===== src/rtl/wb_ctrl_pkg.sv =====
// wb_ctrl_pkg: shared widths, the writeback request record and small helpers
// used by the writeback controller, its load-return FIFO and its checker.
package wb_ctrl_pkg;

  localparam int TRD_W   = 3;
  localparam int REG_W   = 5;
  localparam int DATA_W  = 32;
  localparam int NUM_TRD = 8;

  // One register write: used for ALU results, load returns and FIFO entries.
  typedef struct packed {
    logic [TRD_W-1:0]  trd;
    logic [REG_W-1:0]  rd;
    logic [DATA_W-1:0] data;
  } wb_req_t;

  // r0/r1 are not writable; results aimed at them are dropped.
  function automatic logic rd_writable(input logic [REG_W-1:0] rd);
    return (rd > REG_W'(1));
  endfunction

endpackage


===== src/rtl/wb_ctrl_chk.sv =====
// wb_ctrl_chk: protocol and safety assertions for wb_ctrl.
// Ports: clk, rst_n; i_pend_flat (all pending counters); the increment and
//        both decrement sources; the registered write and init outputs.
module wb_ctrl_chk import wb_ctrl_pkg::*; #(
  parameter int PEND_W = 3
) (
  input logic                      clk,
  input logic                      rst_n,
  input logic [NUM_TRD*PEND_W-1:0] i_pend_flat,
  input logic                      i_inc_vld,
  input logic [TRD_W-1:0]          i_inc_trd,
  input logic                      i_pop_vld,
  input logic [TRD_W-1:0]          i_pop_trd,
  input logic                      i_drop_vld,
  input logic [TRD_W-1:0]          i_drop_trd,
  input logic                      i_wr_en,
  input logic [TRD_W-1:0]          i_wr_trd,
  input logic                      i_init,
  input logic [TRD_W-1:0]          i_new_trd
);

  logic [NUM_TRD-1:0] w_ovf;
  logic [NUM_TRD-1:0] w_unf;

  // Per-thread overflow (issue at max count) and underflow (decrement past 0).
  always_comb begin
    w_ovf = {NUM_TRD{1'b0}};
    w_unf = {NUM_TRD{1'b0}};
    for (int t = 0; t < NUM_TRD; t++) begin
      w_ovf[t] = (i_inc_vld && i_inc_trd == TRD_W'(t))
               && !(i_pop_vld && i_pop_trd == TRD_W'(t))
               && !(i_drop_vld && i_drop_trd == TRD_W'(t))
               && (i_pend_flat[t*PEND_W +: PEND_W] == {PEND_W{1'b1}});
      w_unf[t] = (int'(i_pop_vld && i_pop_trd == TRD_W'(t))
                + int'(i_drop_vld && i_drop_trd == TRD_W'(t)))
               > (int'(i_pend_flat[t*PEND_W +: PEND_W])
                + int'(i_inc_vld && i_inc_trd == TRD_W'(t)));
    end
  end

  a_no_pend_ovf: assert property (@(posedge clk) disable iff (!rst_n) (w_ovf == {NUM_TRD{1'b0}}));
  a_no_pend_unf: assert property (@(posedge clk) disable iff (!rst_n) (w_unf == {NUM_TRD{1'b0}}));
  a_no_init_wr_same_trd: assert property (@(posedge clk) disable iff (!rst_n)
    !(i_wr_en && i_init && (i_wr_trd == i_new_trd)));

endmodule


===== src/rtl/wb_ld_fifo.sv =====
// wb_ld_fifo: synchronous FIFO of wb_req_t buffering load returns until the
// regfile write slot is free. No bypass: a pushed entry is visible at the
// head one cycle later. Push and pop in one cycle are both honoured.
// Ports: clk, rst_n (async, active-low); i_push/i_push_data write side;
//        i_pop/o_head read side; o_full/o_empty status flags.
module wb_ld_fifo import wb_ctrl_pkg::*; #(
  parameter int DEPTH = 4
) (
  input  logic    clk,
  input  logic    rst_n,
  input  logic    i_push,
  input  wb_req_t i_push_data,
  input  logic    i_pop,
  output wb_req_t o_head,
  output logic    o_full,
  output logic    o_empty
);

  localparam int AW = $clog2(DEPTH);

  // Pointers carry one extra wrap bit to tell full from empty.
  logic [AW:0] r_wptr;
  logic [AW:0] r_rptr;
  wb_req_t     r_mem [DEPTH];
  logic        w_push;
  logic        w_pop;

  assign w_push  = i_push & ~o_full;
  assign w_pop   = i_pop & ~o_empty;
  assign o_empty = (r_wptr == r_rptr);
  assign o_full  = (r_wptr[AW] != r_rptr[AW]) && (r_wptr[AW-1:0] == r_rptr[AW-1:0]);
  assign o_head  = r_mem[r_rptr[AW-1:0]];

  // Read/write pointer update; reset empties the FIFO.
  always_ff @(posedge clk or negedge rst_n) begin
    if (!rst_n) begin
      r_wptr <= {(AW+1){1'b0}};
      r_rptr <= {(AW+1){1'b0}};
    end else begin
      if (w_push) r_wptr <= r_wptr + (AW+1)'(1);
      else        r_wptr <= r_wptr;
      if (w_pop)  r_rptr <= r_rptr + (AW+1)'(1);
      else        r_rptr <= r_rptr;
    end
  end

  // Entry storage; contents are only observed through valid pointers.
  always_ff @(posedge clk) begin
    if (w_push) r_mem[r_wptr[AW-1:0]] <= i_push_data;
  end

endmodule


===== src/rtl/wb_ctrl.sv =====
// wb_ctrl: writeback controller, the single writer of the regfile write and
// init ports. Merges unstallable ALU results with buffered load returns (ALU
// wins), tracks outstanding loads per thread and sequences thread-spawn init
// so it never collides with a write to the same thread.
// Ports: clk, rst_n (async, active-low); i_alu_* ALU results; i_ld_issue*
//        load issue; i_ld_*/o_ld_rdy load returns; i_spawn_*/o_spawn_rdy
//        spawn requests; o_wr_*/o_reg_wr regfile write; o_init/o_new_trd/
//        o_init_data thread init; o_ld_pend per-thread outstanding-load flags.
module wb_ctrl import wb_ctrl_pkg::*; #(
  parameter int LD_FIFO_DEPTH = 4,
  parameter int PEND_W        = 3
) (
  input  logic               clk,
  input  logic               rst_n,
  input  logic               i_alu_vld,
  input  logic [TRD_W-1:0]   i_alu_trd,
  input  logic [REG_W-1:0]   i_alu_rd,
  input  logic [DATA_W-1:0]  i_alu_data,
  input  logic               i_ld_issue,
  input  logic [TRD_W-1:0]   i_ld_issue_trd,
  input  logic               i_ld_vld,
  output logic               o_ld_rdy,
  input  logic [TRD_W-1:0]   i_ld_trd,
  input  logic [REG_W-1:0]   i_ld_rd,
  input  logic [DATA_W-1:0]  i_ld_data,
  input  logic               i_spawn_vld,
  output logic               o_spawn_rdy,
  input  logic [TRD_W-1:0]   i_spawn_trd,
  input  logic [DATA_W-1:0]  i_spawn_data,
  output logic               o_wr_en,
  output logic [TRD_W-1:0]   o_wr_trd,
  output logic [REG_W-1:0]   o_reg_wr,
  output logic [DATA_W-1:0]  o_wr_data,
  output logic               o_init,
  output logic [TRD_W-1:0]   o_new_trd,
  output logic [DATA_W-1:0]  o_init_data,
  output logic [NUM_TRD-1:0] o_ld_pend
);

  // Saturating counter step; out-of-range cases are protocol errors that the
  // checker flags, so the counter clamps instead of wrapping.
  function automatic logic [PEND_W-1:0] pend_next(input logic [PEND_W-1:0] cur,
                                                  input logic inc,
                                                  input logic dec_a,
                                                  input logic dec_b);
    logic [PEND_W+1:0] w_up;
    logic [PEND_W+1:0] w_dn;
    logic [PEND_W+1:0] w_diff;
    w_up   = {2'b00, cur} + {{(PEND_W+1){1'b0}}, inc};
    w_dn   = {{(PEND_W+1){1'b0}}, dec_a} + {{(PEND_W+1){1'b0}}, dec_b};
    w_diff = w_up - w_dn;
    if (w_dn > w_up) begin
      return {PEND_W{1'b0}};
    end else if (w_diff > {2'b00, {PEND_W{1'b1}}}) begin
      return {PEND_W{1'b1}};
    end else begin
      return w_diff[PEND_W-1:0];
    end
  endfunction

  logic [PEND_W-1:0]         r_pend [NUM_TRD];
  logic [PEND_W-1:0]         w_pend_nxt [NUM_TRD];
  logic [NUM_TRD*PEND_W-1:0] w_pend_flat;
  logic                      r_wr_en;
  logic [TRD_W-1:0]          r_wr_trd;
  logic [REG_W-1:0]          r_reg_wr;
  logic [DATA_W-1:0]         r_wr_data;
  logic                      r_init;
  logic [TRD_W-1:0]          r_new_trd;
  logic [DATA_W-1:0]         r_init_data;
  logic [NUM_TRD-1:0]        r_ld_pend;

  wb_req_t w_ld_req;
  wb_req_t w_head;
  logic    w_fifo_full;
  logic    w_fifo_empty;
  logic    w_alu_win;
  logic    w_ld_acc;
  logic    w_push;
  logic    w_drop;
  logic    w_pop;
  logic    w_spawn_acc;

  assign w_ld_req     = {i_ld_trd, i_ld_rd, i_ld_data};
  assign w_alu_win    = i_alu_vld & rd_writable(i_alu_rd);
  assign o_ld_rdy     = ~w_fifo_full;
  assign w_ld_acc     = i_ld_vld & o_ld_rdy;
  assign w_push       = w_ld_acc & rd_writable(i_ld_rd);
  assign w_drop       = w_ld_acc & ~rd_writable(i_ld_rd);
  assign w_pop        = ~w_alu_win & ~w_fifo_empty;
  // r_ld_pend always equals (r_pend != 0), so it stands in for the count here.
  assign o_spawn_rdy  = ~r_ld_pend[i_spawn_trd]
                      & ~(i_alu_vld & (i_alu_trd == i_spawn_trd))
                      & ~(i_ld_issue & (i_ld_issue_trd == i_spawn_trd));
  assign w_spawn_acc  = i_spawn_vld & o_spawn_rdy;

  assign o_wr_en     = r_wr_en;
  assign o_wr_trd    = r_wr_trd;
  assign o_reg_wr    = r_reg_wr;
  assign o_wr_data   = r_wr_data;
  assign o_init      = r_init;
  assign o_new_trd   = r_new_trd;
  assign o_init_data = r_init_data;
  assign o_ld_pend   = r_ld_pend;

  wb_ld_fifo #(.DEPTH(LD_FIFO_DEPTH)) u_ld_fifo (
    .clk         (clk),
    .rst_n       (rst_n),
    .i_push      (w_push),
    .i_push_data (w_ld_req),
    .i_pop       (w_pop),
    .o_head      (w_head),
    .o_full      (w_fifo_full),
    .o_empty     (w_fifo_empty)
  );

  // Next pending count per thread: +1 on issue, -1 on pop, -1 on dropped accept.
  always_comb begin
    w_pend_flat = {(NUM_TRD*PEND_W){1'b0}};
    for (int t = 0; t < NUM_TRD; t++) begin
      w_pend_nxt[t] = pend_next(r_pend[t],
                                i_ld_issue && (i_ld_issue_trd == TRD_W'(t)),
                                w_pop && (w_head.trd == TRD_W'(t)),
                                w_drop && (i_ld_trd == TRD_W'(t)));
      w_pend_flat[t*PEND_W +: PEND_W] = r_pend[t];
    end
  end

  // Pending counters and their registered nonzero flags.
  always_ff @(posedge clk or negedge rst_n) begin
    if (!rst_n) begin
      for (int t = 0; t < NUM_TRD; t++) r_pend[t] <= {PEND_W{1'b0}};
      r_ld_pend <= {NUM_TRD{1'b0}};
    end else begin
      for (int t = 0; t < NUM_TRD; t++) begin
        r_pend[t]    <= w_pend_nxt[t];
        r_ld_pend[t] <= (w_pend_nxt[t] != {PEND_W{1'b0}});
      end
    end
  end

  // Write-slot and init output registers; payloads hold while strobes are low.
  always_ff @(posedge clk or negedge rst_n) begin
    if (!rst_n) begin
      r_wr_en     <= 1'b0;
      r_wr_trd    <= {TRD_W{1'b0}};
      r_reg_wr    <= {REG_W{1'b0}};
      r_wr_data   <= {DATA_W{1'b0}};
      r_init      <= 1'b0;
      r_new_trd   <= {TRD_W{1'b0}};
      r_init_data <= {DATA_W{1'b0}};
    end else begin
      if (w_alu_win) begin
        r_wr_en   <= 1'b1;
        r_wr_trd  <= i_alu_trd;
        r_reg_wr  <= i_alu_rd;
        r_wr_data <= i_alu_data;
      end else if (w_pop) begin
        r_wr_en   <= 1'b1;
        r_wr_trd  <= w_head.trd;
        r_reg_wr  <= w_head.rd;
        r_wr_data <= w_head.data;
      end else begin
        r_wr_en   <= 1'b0;
      end
      r_init <= w_spawn_acc;
      if (w_spawn_acc) begin
        r_new_trd   <= i_spawn_trd;
        r_init_data <= i_spawn_data;
      end else begin
        r_new_trd   <= r_new_trd;
        r_init_data <= r_init_data;
      end
    end
  end

  wb_ctrl_chk #(.PEND_W(PEND_W)) u_chk (
    .clk         (clk),
    .rst_n       (rst_n),
    .i_pend_flat (w_pend_flat),
    .i_inc_vld   (i_ld_issue),
    .i_inc_trd   (i_ld_issue_trd),
    .i_pop_vld   (w_pop),
    .i_pop_trd   (w_head.trd),
    .i_drop_vld  (w_drop),
    .i_drop_trd  (i_ld_trd),
    .i_wr_en     (r_wr_en),
    .i_wr_trd    (r_wr_trd),
    .i_init      (r_init),
    .i_new_trd   (r_new_trd)
  );

endmodule


===== config.mk =====
export PLATFORM = sky130hd
export DESIGN_NAME = wb_ctrl
export DESIGN_NICKNAME = d
export VERILOG_FILES = /design/src/rtl/wb_ctrl_pkg.sv /design/src/rtl/wb_ctrl_chk.sv /design/src/rtl/wb_ld_fifo.sv /design/src/rtl/wb_ctrl.sv
export SDC_FILE = /design/constraint.sdc
export NUM_CORES = 1
export LEC_CHECK = 0
export BUFFER_PORTS_ARGS = -buffer_cell sky130_fd_sc_hd__buf_4
export CORE_MARGIN = 5
export CORE_UTILIZATION = 56
export CTS_BUF_LIST = sky130_fd_sc_hd__clkbuf_16
export CTS_CLUSTER_SIZE = 24
export DETAILED_ROUTE_END_ITERATION = 10
export PLACE_DENSITY = 0.78
export SKIP_CTS_REPAIR_TIMING = 1
export SYNTH_ARGS = -nofsm -noshare
export SYNTH_HDL_FRONTEND = slang
export SYNTH_HIERARCHICAL = 1
export SYNTH_SLANG_ARGS = --single-unit

===== constraint.sdc =====
create_clock -name clk -period 4.4 [get_ports clk]
set_input_delay 0.44 -clock clk [delete_from_list [all_inputs] [get_ports clk]]
set_output_delay 0.44 -clock clk [all_outputs]
set_load 0.01 [all_outputs]

Yosys cells after proc, flatten, opt, wreduce, memory -nomap -nowiden. Memories as Yosys holds them, arrays and structs flattened. Cells that the tools add are included.

Register bits: 115. Memories: 1. Output and inout bits: 87. Logic and storage cells: 174. Memory bits (writable): 160. Input bits: 124.

Add/subtract/negate cells: 26. $lt $le $gt $ge: 19. Eq/ne operators: 26. Reductions and logical operators: 37. Muxes and demuxes: 28. Bitwise gates (word level): 19.

Memories: u_ld_fifo.r_mem (words 4, width 40, rd ports 1, clocked after memory_dff 0, write ports 1, line wb_ld_fifo.sv:24) `wb_req_t r_mem [DEPTH];`.

Operators by type and width (count): $mux 32 (2); $mux 3 (18); $gt 5x3->1 const B (8); $sub 4x2->5 (8); $eq 3x3->1 const B (12); $add 3x1->4 (8); $gt 2x4->1 (8); $logic_and 1x1->1 (25); $reduce_bool 3->1 (8); $eq 3x2->1 const B (6); $add 1x1->2 (8); $and 1x1->1 (12); $gt 5x1->1 const B (2); $mux 5 (2); $eq 3x1->1 const B (3); $eq 3x3->1 (3); $logic_not 3->1 (3); $not 1->1 (7); $add 3x1->3 const B (2); $mux 1 (5); $lt 3x4->1 const B (1); $bmux 1 s3 (1); $eq 2x2->1 (1); $reduce_bool 2->1 (1); $ne 1x1->1 (1).

Depth between registers and ports, before layout.
Depth after elaboration: 12. Gate-level depth with buffers: 15. Depth with buffers taken out: 14.

Hierarchy. The synthesis kept the hierarchy.

By module, submodules not included: wb_ld_fifo (area an instance 6282.3 µm², seq. area each 4954.8 µm², times used 1, cells an instance 258); wb_ctrl (area an instance 6139.6 µm², seq. area each 2727.6 µm², times used 1, cells an instance 569).

Worst setup path before layout. OpenSTA, ideal clock, no wires.

Path kind: flip-flop to flip-flop. Start: register u_ld_fifo.r_rptr[0]. End: register r_ld_pend[4] (netlist: o_ld_pend[4]). Stages on the path, launching flop included: 13. Arrival time: 3204 ps. Required time: 4274 ps. Period minus slack after synthesis: 3329 ps. Buffers on the path: 2. Setup time: 126 ps. Slack: 1071 ps. Path through: dfrtp_1 > buf_4 > buf_4 > mux4_2 > or3_1 > nor2_1 > ha_1 > inv_1 > ha_1 > nor2b_1 > nor3_1 > a21oi_1 > o311a_1.

RTL lines: start: declaration (line wb_ld_fifo.sv:23) `logic [AW:0] r_rptr;`; start signal: assignment (line wb_ld_fifo.sv:38) `r_rptr <= {(AW+1){1'b0}};`; start signal: assignment (line wb_ld_fifo.sv:42) `if (w_pop) r_rptr <= r_rptr + (AW+1)'(1);`; start signal: assignment (line wb_ld_fifo.sv:43) `else r_rptr <= r_rptr;`; end signal: assignment (line wb_ctrl.sv:133) `r_ld_pend <= {NUM_TRD{1'b0}};`; end signal: indexed assignment (line wb_ctrl.sv:137) `r_ld_pend[t] <= (w_pend_nxt[t] != {PEND_W{1'b0}});`; end: declaration (line wb_ctrl.sv:71) `logic [NUM_TRD-1:0] r_ld_pend;`.

==> run_results.csv <==
group,metric,value,unit
global_routing,grt-ovfl-total,0,
global_routing,grt_use_total,20.8,%
floorplan,io_pins,211,
placed_design,place.gp.congestion,0.840,
setup_path,crit_type,"reg2reg",
floorplan,initial_core_util,56.9,%
worst_hold_path,hold_end,"u_ld_fifo/r_mem[0][30]$_DFFE_PP_",
sta,worstMarginPinSlew,0.875,ns
global_routing,grt_max_degree,46,
final_layout,antenna_cells,0,
setup_path,cpMostUsedCell,"ha_1",
setup_path,crit_family,"simple AND/OR/NAND/NOR gates",
floorplan,dieArea,0.0253,mm²
sta,hold_violations,0,
sta,slew_violations,0,
yosys,async_reset_ff_share,41.8,%
sta,skew,0.0159,ns
route,detail_route.first_pass.iterations,5,
global_routing,grt_pass1_vias,7908,
sta,fin_crit,3.51,ns
setup_path,critPathLaunchType,"register",
global_routing,grt_pass1_wl,42900,µm
yosys,synth.net_count,1012,
route,drt_iter0_drc,550,
route,drcViolationCount,0,
setup_path,crit_buf_inv,1,
clocking,htreeDepth,1,
setup_path,crit_slowest_cell,"mux4_2",
yosys,seq_area_frac_synth,61.8,%
sta,fin_crit_sh,79.8,%
clocking,cts.sinks,275,
worst_hold_path,min_path_type,"in2reg",
job,maxCapViolations,0,
setup_path,reg2reg_depth,10,
final_layout,area_growth,22.7,%
sta,fmax,285,MHz
yosys,synthDistinctLibCells,48,
power,leakage,6.36,nW
placed_design,dp_hpwl,18700,µm
route,vias,7474,
route,final_antenna_net_count,0,
outcome,status,"finished clean",
clocking,cts_root_buffer,"clkbuf_16",
floorplan,die_width,159,µm
sta,maxSlewHeadroom,41.6,%
clocking,tritoncts,"yes",
clocking,clk_pin_slew,0.06,ns
yosys,synth_ff_type,"edfxtp_1",
clocking,numCtsBuffers,29,
yosys,syn_area,0.0124,mm²
yosys,syn_avg_cell_area,15.0,µm²
clocking,clk_latency,0.54,ns
route,drt-wirelength-per-cell,19.4,µm
yosys,netlist_instances,827,
sta,finalSetupViolCount,0,
floorplan,coreArea,0.0218,mm²
worst_hold_path,holdPathStages,1,
setup_path,reg2reg_from,"u_ld_fifo/r_rptr[0]$_DFFE_PN0P_",
clocking,clockBufferDepth,3,
sta,rsz0062_at_grt,"no",
setup_path,path_cells,"mux4_2 > or3_1 > nor2_1 > ha_1 > inv_1 > ha_1 > nor2b_1 > nor3_1 > a21oi_1 > o311a_1",
final_layout,nFillCells,1466,
global_routing,antenna_found_initial,0,
setup_path,slowest_delay,0.60,ns
setup_path,critPathRequiredTime,4.81,ns
worst_hold_path,hold_start,"i_ld_data[30]",
power,p_per_area,687,mW/mm²
final_layout,drive_gt1_share,33.7,%
final_layout,final_common_cell,"buf_4",
placed_design,portBuffers,210,
setup_path,r2r_slack,0.89,ns
floorplan,die_y,159,µm
sta,setup_tns,0,ns
setup_path,worstPathArrival,3.92,ns
yosys,yosys_warnings,6,
final_layout,mostFrequentLayoutCells,"buf_4, edfxtp_1, dfrtp_1",
route,drt-vias-per-instance,5.52,
power,peakVddDrop,404,µV
route,routed_wl,26300,µm
yosys,synth_edf_count,160,
setup_path,end_kind,"register",
setup_path,worstPathMaxFanout,10,
final_layout,nets,1237,
floorplan,std_cell_rows,54,
sta,fin_hold_ws,0.0933,ns
yosys,yosys_register_bits,275,
setup_path,timing.rr.end,"o_ld_pend[4]$_DFF_PN0_",
cell usage after synthesis, types with 17 or more instances:
cell type | instances | area share (%)
edfxtp_1 | 160 | 39
dfrtp_1 | 115 | 23
nand2_1 | 54 | 1.6
ha_1 | 53 | 5.3
o21ai_0 | 50 | 2.0
inv_1 | 47 | 1.4
mux2i_1 | 42 | 3.4
mux4_2 | 40 | 7.3
nor2_1 | 38 | 1.1
a21oi_1 | 29 | 1.2
mux2_4 | 29 | 3.5
xnor2_1 | 17 | 1.2
layer usage:
layer  global-route usage, %  up-vias  routed length, µm
met1                    29.1     3681              11300
met3                    5.33       30               2020
li1                        -     3513                  -
met5                       0        -                  0
met2                    33.3      250              12500
met4                    4.77        0                455
per-stage QoR:
stage               area, µm²  util, %  instances  setup slack [ns]  total power, mW
global route            15200     69.8       1354             0.651             11.1
global placement        14300     65.5       1300             0.847             8.11
CTS                     15200     69.8       1353             0.887             10.6
floorplan               12400        -        827              1.07             6.72
finish                  15200     69.8       1354             0.890             10.5
detailed placement      14300     65.5       1300             0.739             8.23
sequential cells by signal (all words and copies together) (netlist names), 5 cells and up:
| signal | count |
|---|---|
| u_ld_fifo/r_mem | 160 |
| o_ld_pend | 8 |
| o_wr_data | 32 |
| r_pend | 24 |
| o_init_data | 32 |
| o_reg_wr | 5 |
logic make-up after synthesis:
family                     count (synthesis)  synth area share, %
and+or+nand+nor                          148                 5.55
adders and majority gates                 61                 6.63
muxes                                    119                 15.1
xor gates and xnor gates                  33                 2.51
buffers and inverters                     78                 2.80
AOI/OAI and AO/OA                        113                 5.56
DFF                                      275                 61.8
layout make-up:
| cell class | instances | area [µm²] | area share, % |
|---|---|---|---|
| tap | 280 | 350 | 2.30 |
| sequential | 275 | 7680 | 50.4 |
| clock buffer | 31 | 776 | 5.09 |
| clock inverter | 22 | 150 | 0.985 |
| timing repair buffer | 225 | 1690 | 11.1 |
| multi-input combinational | 474 | 4410 | 28.9 |
| inverter | 47 | 176 | 1.16 |
report_power, final:
group,internal (mW),switching [mW],leakage (nW)
Sequential,3.62,0.430,2.85
Clock,1.33,0.965,0.480
Combinational,2.03,2.09,3.03
Total,6.98,3.48,6.36
how the worst max path moves through the flow:
stage,start,to,slack (ns),depth (start not counted)
final,u_ld_fifo/r_rptr[0]$_DFFE_PN0P_,o_ld_pend[4]$_DFF_PN0_,0.89,10
after global routing,u_ld_fifo/r_rptr[0]$_DFFE_PN0P_,o_ld_pend[4]$_DFF_PN0_,0.65,10
after CTS,u_ld_fifo/r_rptr[0]$_DFFE_PN0P_,o_ld_pend[4]$_DFF_PN0_,0.89,10
after detailed placement,i_alu_rd[3],o_ld_pend[5]$_DFF_PN0_,0.74,12
after global placement,i_alu_rd[3],o_ld_pend[5]$_DFF_PN0_,0.85,12
after floorplan,u_ld_fifo/r_rptr[0]$_DFFE_PN0P_,o_ld_pend[4]$_DFF_PN0_,1.07,12
(Power assumes the default switching activity.)
